$ cat src/rtl/alu_serial_ctrl.sv
`default_nettype none
// ============================================================================
//  Module   : alu_serial_ctrl
//  Purpose  : Bit-serial sequencer that computes one WIDTH-bit ALU operation
//             using an external 1-bit ALU slice over WIDTH clock cycles.
//             Operands are fed LSB-first and the carry recirculates through
//             a flop. The slice output is shifted into a result register.
//  Options  : ALU_CARRY_CHAIN_EN adds carry_in plus the ADC (8) and SBB (9) ops.
//  Revision : 1.0  initial release
// ============================================================================
module alu_serial_ctrl #(
  parameter int WIDTH = 8,
  parameter int CNT_W = $clog2(WIDTH)
) (
  input  logic             clk,
  input  logic             rst,
  input  logic             start,
  input  logic [3:0]       op,
  input  logic [WIDTH-1:0] a_in,
  input  logic [WIDTH-1:0] b_in,
`ifdef ALU_CARRY_CHAIN_EN
  input  logic             carry_in,
`endif
  output logic             busy,
  output logic             done,
  output logic             err,
  output logic [WIDTH-1:0] result,
  output logic             carry_out,
  output logic             zero,
  output logic [8:0]       s_ctrl,
  output logic             s_a,
  output logic             s_b,
  output logic             s_ci,
  output logic             s_ri,
  input  logic             s_q,
  input  logic             s_co
);

  // Slice control words: bit8 B, 7 NOTB, 6 SHR, 5 SHL, 4 NOR, 3 OR, 2 AND, 1 SUM, 0 XOR
  localparam logic [8:0] CTRL_ADD = 9'h102;
  localparam logic [8:0] CTRL_SUB = 9'h182;
  localparam logic [8:0] CTRL_AND = 9'h104;
  localparam logic [8:0] CTRL_OR  = 9'h108;
  localparam logic [8:0] CTRL_NOR = 9'h110;
  localparam logic [8:0] CTRL_XOR = 9'h101;
  localparam logic [8:0] CTRL_SHL = 9'h020;
  localparam logic [8:0] CTRL_SHR = 9'h040;

  localparam logic [CNT_W-1:0] LAST_BIT = CNT_W'(WIDTH - 1);

  typedef enum logic [1:0] {
    IDLE = 2'd0,
    RUN  = 2'd1,
    DONE = 2'd2
  } state_t;

  state_t state;
  state_t state_nxt;

  logic [WIDTH-1:0] a_sh;
  logic [WIDTH-1:0] b_sh;
  logic [WIDTH-1:0] res_sh;
  logic [CNT_W-1:0] cnt;
  logic             carry_ff;
  logic [8:0]       ctrl_r;
  logic             cvalid_r;  // op reports a carry (ADD/SUB/SHL/ADC/SBB)
  logic             err_flag;  // current request carried an illegal op

  logic             dec_legal;
  logic [8:0]       dec_ctrl;
  logic             dec_cinit;
  logic             dec_cvalid;
  logic             last_cycle;

  assign last_cycle = (cnt == LAST_BIT);

  // Opcode decode: slice control word, initial carry and carry-valid flag
  always_comb begin
    dec_legal  = 1'b1;
    dec_ctrl   = 9'h000;
    dec_cinit  = 1'b0;
    dec_cvalid = 1'b0;
    case (op)
      4'd0: begin dec_ctrl = CTRL_ADD; dec_cvalid = 1'b1; end
      4'd1: begin dec_ctrl = CTRL_SUB; dec_cvalid = 1'b1; dec_cinit = 1'b1; end
      4'd2: dec_ctrl = CTRL_AND;
      4'd3: dec_ctrl = CTRL_OR;
      4'd4: dec_ctrl = CTRL_NOR;
      4'd5: dec_ctrl = CTRL_XOR;
      4'd6: begin dec_ctrl = CTRL_SHL; dec_cvalid = 1'b1; end
      4'd7: dec_ctrl = CTRL_SHR;
`ifdef ALU_CARRY_CHAIN_EN
      4'd8: begin dec_ctrl = CTRL_ADD; dec_cvalid = 1'b1; dec_cinit = carry_in; end
      4'd9: begin dec_ctrl = CTRL_SUB; dec_cvalid = 1'b1; dec_cinit = carry_in; end
`endif
      default: dec_legal = 1'b0;
    endcase
  end

  // State register
  always_ff @(posedge clk) begin
    if (rst) begin
      state <= IDLE;
    end else begin
      state <= state_nxt;
    end
  end

  // Next-state logic: illegal ops skip RUN and report straight from DONE
  always_comb begin
    state_nxt = state;
    case (state)
      IDLE: begin
        if (start) begin
          state_nxt = dec_legal ? RUN : DONE;
        end
      end
      RUN: begin
        if (last_cycle) begin
          state_nxt = DONE;
        end
      end
      DONE:    state_nxt = IDLE;
      default: state_nxt = IDLE;
    endcase
  end

  // Slice drive: everything is forced to zero outside RUN so the slice idles
  always_comb begin
    busy   = (state == RUN);
    s_ctrl = 9'h000;
    s_a    = 1'b0;
    s_b    = 1'b0;
    s_ci   = 1'b0;
    s_ri   = 1'b0;
    if (state == RUN) begin
      s_ctrl = ctrl_r;
      s_a    = a_sh[0];
      s_b    = b_sh[0];
      s_ci   = carry_ff;
      // Zero fill on the final bit makes SHR logical
      s_ri   = last_cycle ? 1'b0 : a_sh[1];
    end
  end

  // Datapath: operand latch, bit-serial shifting and result publication
  always_ff @(posedge clk) begin
    if (rst) begin
      a_sh      <= '0;
      b_sh      <= '0;
      res_sh    <= '0;
      cnt       <= '0;
      carry_ff  <= 1'b0;
      ctrl_r    <= 9'h000;
      cvalid_r  <= 1'b0;
      err_flag  <= 1'b0;
      done      <= 1'b0;
      err       <= 1'b0;
      result    <= '0;
      carry_out <= 1'b0;
      zero      <= 1'b0;
    end else begin
      // Completion flags are registered out of DONE, together with result
      done <= (state == DONE);
      err  <= (state == DONE) && err_flag;
      case (state)
        IDLE: begin
          if (start) begin
            err_flag <= ~dec_legal;
            if (dec_legal) begin
              a_sh     <= a_in;
              b_sh     <= b_in;
              res_sh   <= '0;
              cnt      <= '0;
              carry_ff <= dec_cinit;
              ctrl_r   <= dec_ctrl;
              cvalid_r <= dec_cvalid;
            end
          end
        end
        RUN: begin
          a_sh     <= {1'b0, a_sh[WIDTH-1:1]};
          b_sh     <= {1'b0, b_sh[WIDTH-1:1]};
          res_sh   <= {s_q, res_sh[WIDTH-1:1]};
          carry_ff <= s_co;
          cnt      <= cnt + CNT_W'(1);
        end
        DONE: begin
          // An illegal op leaves the previous result and flags untouched
          if (!err_flag) begin
            result    <= res_sh;
            zero      <= (res_sh == '0);
            carry_out <= cvalid_r & carry_ff;
          end
        end
        default: ;
      endcase
    end
  end

endmodule
`default_nettype wire

$ cat config.mk
export PLATFORM = sky130hd
export DESIGN_NAME = alu_serial_ctrl
export DESIGN_NICKNAME = d
export VERILOG_FILES = /design/src/rtl/alu_serial_ctrl.sv
export SDC_FILE = /design/constraint.sdc
export NUM_CORES = 1
export LEC_CHECK = 0
export CAP_MARGIN = 20
export CELL_PAD_IN_SITES_DETAIL_PLACEMENT = 2
export CELL_PAD_IN_SITES_GLOBAL_PLACEMENT = 2
export CORE_MARGIN = 5
export CORE_UTILIZATION = 26
export CTS_CLUSTER_SIZE = 28
export DETAILED_ROUTE_END_ITERATION = 12
export GPL_TIMING_DRIVEN = 0
export PLACE_DENSITY = 0.72
export REMOVE_ABC_BUFFERS = 1
export SETUP_SLACK_MARGIN = 0.02
export SYNTH_ARGS = -nofsm -noshare
export SYNTH_HDL_FRONTEND = slang
export SYNTH_SLANG_ARGS = --single-unit
$ cat constraint.sdc
create_clock -name clk -period 1.5 [get_ports clk]
set_input_delay 0.225 -clock clk [delete_from_list [all_inputs] [get_ports clk]]
set_output_delay 0.225 -clock clk [all_outputs]
set_load 0.01 [all_outputs]
======== Word-level counts from Yosys, hierarchy flattened ========
Index checks and enable logic that the tools add are counted.
W data, S select, Z words.
word-level totals
  register bits ........................... 53
  input bits .............................. 25
  word-level logic and storage cells ...... 72
cells by class
  add/sub/neg operators ................... 1
  equal/unequal tests ..................... 13
  mux-type cells .......................... 29
  bitwise operators ....................... 3
  reduce and logical (&&, ||, !) cells .... 12
operators with widths
  operator               number
  $pmux W9 S8            1
  $mux W8                6
  $pmux W8 S2            3
  $eq A4 B3 Y1 const B   4
  $mux W1                10
  $mux W9                1
  $eq A4 B2 Y1 const B   2
  $logic_not A8 Y1       1
  $reduce_or A8 Y1       1
  $mux W2                3
  $mux W3                2
  $pmux W3 S2            1
  $reduce_and A2 Y1      3
  $reduce_and A3 Y1      2
  $eq A4 B1 Y1 const B   1
  $logic_not A4 Y1       1
  $ne A2 B2 Y1 const B   2
  $pmux W2 S2            1
  $add A3 B1 Y3 const B  1
  $eq A3 B3 Y1 const B   1
  $reduce_or A3 Y1       1
  $eq A2 B1 Y1 const B   1
  $eq A2 B2 Y1 const B   1
  $logic_not A2 Y1       1
  other kinds (6)        7

======== Longest topological paths before layout ========
  depth after elaboration ................. 6
  depth in mapped cells ................... 7
  depth with buffers taken out ............ 5

======== Worst setup path before layout ========
Ideal clock, no wire load.
  path kind ............................... reg-to-reg
  start point ............................. reg state[0]
  end point ............................... reg ctrl_r[2]
  data arrival time ....................... 1.517 ns
  data required time ...................... 1.430 ns
  slack ................................... -0.087 ns
  cell stages (with the launch flop) ...... 5
  buffers on the path ..................... 1
  clock period less this slack ............ 1.587 ns
  path through ............................ dfxtp_1 > buf_6 > or4b_1 > or4b_1 > a21oi_1
between the ends
  cells in the longest elaborated chain, start to end .. 2
RTL lines
  what                         RTL line  source
  from (decl)                  57        state_t state;
  from (signal assigned)       105       state <= state_nxt;
  $logic_not A2 Y1             166       case (state)
  $reduce_and A3 Y1 (no line)  n/a
  to (signal assigned)         176       ctrl_r <= dec_ctrl;
  to (decl)                    65        logic [8:0] ctrl_r;
No other way between the ends.
A chain may end at the register's enable or synchronous reset.

======== Worst setup path in the final report ========
  start point ............................. reg state[1]
  end point ............................... reg ctrl_r[2]
The elaborated chain is that of the path after synthesis.

==> results.txt <==
Antenna Cells = 0
critical path class = reg -> reg
Die Area = 0.0106 sq mm
Net Sw Power = 0.800 mW
Synth Area in Compound Gates = 12.9%
dominant synthesized flop cell = dfxtp_1
hold path endpoint = result[5]
reg2reg start = state[1]
TritonCTS buffer count = 5
final setup violation count = 31
num rows = 34
pre-CTS setup slack = -1.94 ns
Post-Syn Area = 0.00226 sq mm
clock root cell = clkbuf_8
top-count cell post-synth = dfxtp_1
vias post-DR = 2171
Critical Path AT = 1.99 ns
Detail Route Antenna Nets = 0
clock power share = 27.5%
period utilisation layout = 116%
number of global-route vias before repair = 2265
Critical R2R Capture = ctrl_r[2]
Synth top area share = 47.0%
core area = 0.00859 sq mm
commonest cells in the synthesized netlist = dfxtp_1 (53), nand2_1 (39), nor3_1 (17)
RSZ-0062 raised after global routing = yes
Simple-Gate Fraction of Synth Area = 29.0%
io pins = 51
FFs w/ async S/R, synth = 0%
hold crit path type = in -> reg
Detail Placement HPWL = 4.16 mm
Final WS setup = -0.236 ns
die width = 103 um
Initial DRC Count = 29
Avg Vias per Cell = 4.98
failing checks = negative setup slack
post-route cell area = 0.00350 sq mm
Max-Cap Viols = 0
grt total ovfl = 0
Yosys reg bits = 53
gate count of the mapped netlist = 259
Port Buf Inserts = 50
Routed wire per std cell = 18.0 um
register area share after synthesis = 47.0%
mux contribution to synthesized area = 4.88%
WHS Path Cells = 2
H-tree depth = 2
crit path launch type = flop
Final #Nets = 354
Clk Latency, worst-skew pair = 0.31 ns
Worst slew margin = 73.0%
total internal power = 2.12 mW
DRC violations left = 0
Post-DP Area = 0.00289 sq mm
layout cells sized above 1 = 27.1%
DR pass1 iterations = 4
status = finished with violations
combinational family with the most area after synthesis = simple AND/OR/NAND/NOR gates
Setup Skew = 0.0152 ns
first-pass GRT wire length = 11.6 mm
Power Density = 835 mW/mm^2
Syn Area/Cell = 8.71 sq um
clock-pin slew on the worst setup and hold paths = 0.10 ns
Slew Viols, Final = 0
pin count of the biggest net entering global routing = 36
WP data required = 1.75 ns
worst reg2reg path depth = 4
routability-driven placement congestion ratio = 0.670
fin crit period = 1.74 ns
count of distinct cell types in the synthesized netlist = 33
XOR/XNOR Fraction of Synth Area = 0%
CTS tree = built
die height = 103 um
Seq pwr share = 51.9%
flop-to-flop setup slack = -0.24 ns
Adder-Cell Fraction of Synth Area = 1.11%
Clock Sinks = 53
Starting Density = 26.3%
wire length after detailed routing = 7.83 mm
Crit Path Max Fanout = 3
largest area contributor in the netlist = dfxtp_1
number of synthesized flops with an enable pin = 0
Final Hold Fails = 0
synth warn = 0
CP Capture Type = flop
Synth area leaders = dfxtp_1 (47%), nand2_1 (6.5%), a311oi_1 (6.2%)
VDD IR max = 0.366 mV
Hold Startpoint = rst
leakage power = 1.29 nW
Worst-Margin Slew = 0.405 ns
Total GRT Usage = 14.1%
Peak Freq = 576 MHz
Clock Tree Buf Depth = 2
switching part of the total = 27.4%
area delta synth->final = 55.2%
initial antenna violation count = 0
Comb power frac = 20.6%
worst max-delay path, stage by stage, from the launching register on:
cell,delay (ns)
dfxtp_4,0.36
buf_6,0.11
or4b_4,0.55
or4b_4,0.52
a21oi_2,0.15
per-stage QoR:
stage / power [mW] / utilization, % / hold WS [ns] / TNS (ns) / std cells
after floorplan: 1.74 / - / 0.294 / -38.41 / 237
after global placement: 1.91 / 32.5 / 0.434 / -106.02 / 395
after detailed placement: 1.96 / 33.6 / 0.451 / -60.40 / 400
after CTS: 2.88 / 38.4 / 0.327 / -0.854 / 429
after global routing: 3.07 / 40.8 / 0.359 / -4.57 / 436
final: 2.92 / 40.8 / 0.323 / -1.52 / 436
cell type report:
type	instances	area [sq um]
fill	928	5090
multi-input combinational	180	1270
sequential	53	1070
timing repair buffer	82	912
tap	108	135
clock buffer	8	80.1
inverter	5	31.3
cell families (layout without fill, tap and decap cells):
group           Yosys count  in the layout
compound gates           42             42
fa+ha+maj                 2              2
flops                    53             53
buf+inv                  27             95
simple gates            124            125
mux                      11             11
how the worst max path moves through the flow:
stage                 to  slack [ns]  cells after the start     start
6_report       ctrl_r[2]       -0.24                      4  state[1]
5_1_grt        ctrl_r[2]       -0.26                      4  state[1]
4_1_cts        ctrl_r[2]       -0.18                      4  state[1]
3_5_place_dp   s_ctrl[7]       -1.94                      5  state[1]
3_3_place_gp   s_ctrl[7]       -2.43                      4  state[1]
2_1_floorplan        s_a       -1.04                      3  state[1]
sequential cells by signal (all words and copies together) (netlist names):
signal     cells
a_sh           8
b_sh           8
carry_ff       1
carry_out      1
cnt            3
ctrl_r         9
cvalid_r       1
done           1
err            1
err_flag       1
res_sh         8
result         8
state          2
zero           1
per-layer routing:
layer / GRT usage (%) / vias up / share of wire (%)
li1: - / 1050 / -
met4: 2.99 / 0 / 1.3
met5: 0 / - / 0
met1: 17.8 / 1073 / 44
met2: 24.8 / 38 / 52
met3: 2.77 / 10 / 3.4
power groups by stage:
| stage | registers (mW) | clock network (mW) | logic [mW] |
|---|---|---|---|
| 5_1_grt | 1.53 | 0.894 | 0.652 |
| 3_3_place_gp | 1.54 | 0 | 0.367 |
| 4_1_cts | 1.51 | 0.824 | 0.540 |
| 2_1_floorplan | 1.54 | 0 | 0.200 |
| 3_5_place_dp | 1.55 | 0 | 0.408 |
| 6_report | 1.52 | 0.805 | 0.602 |
timing repair:
action	in CTS	in global routing
endpoints found under the setup margin	53	47
gates cloned	4	2
pin swaps	8	24
hold buffers	0	0
resized for setup	102	36
setup buffers	17	6
placed cells by master, fill, tap and decap left out, drive strengths merged, types with 11 or more instances in the layout:
cell           Yosys  routed
dfxtp             53      53
buf                8      45
nand2             39      39
clkdlybuf4s50      0      33
nor3              17      17
a311oi            16      16
nand2b            15      16
nor2              15      15
and2              13      13
mux2i             11      11
a21oi             11      11
No activity file was read; power rests on OpenSTA's default activity.
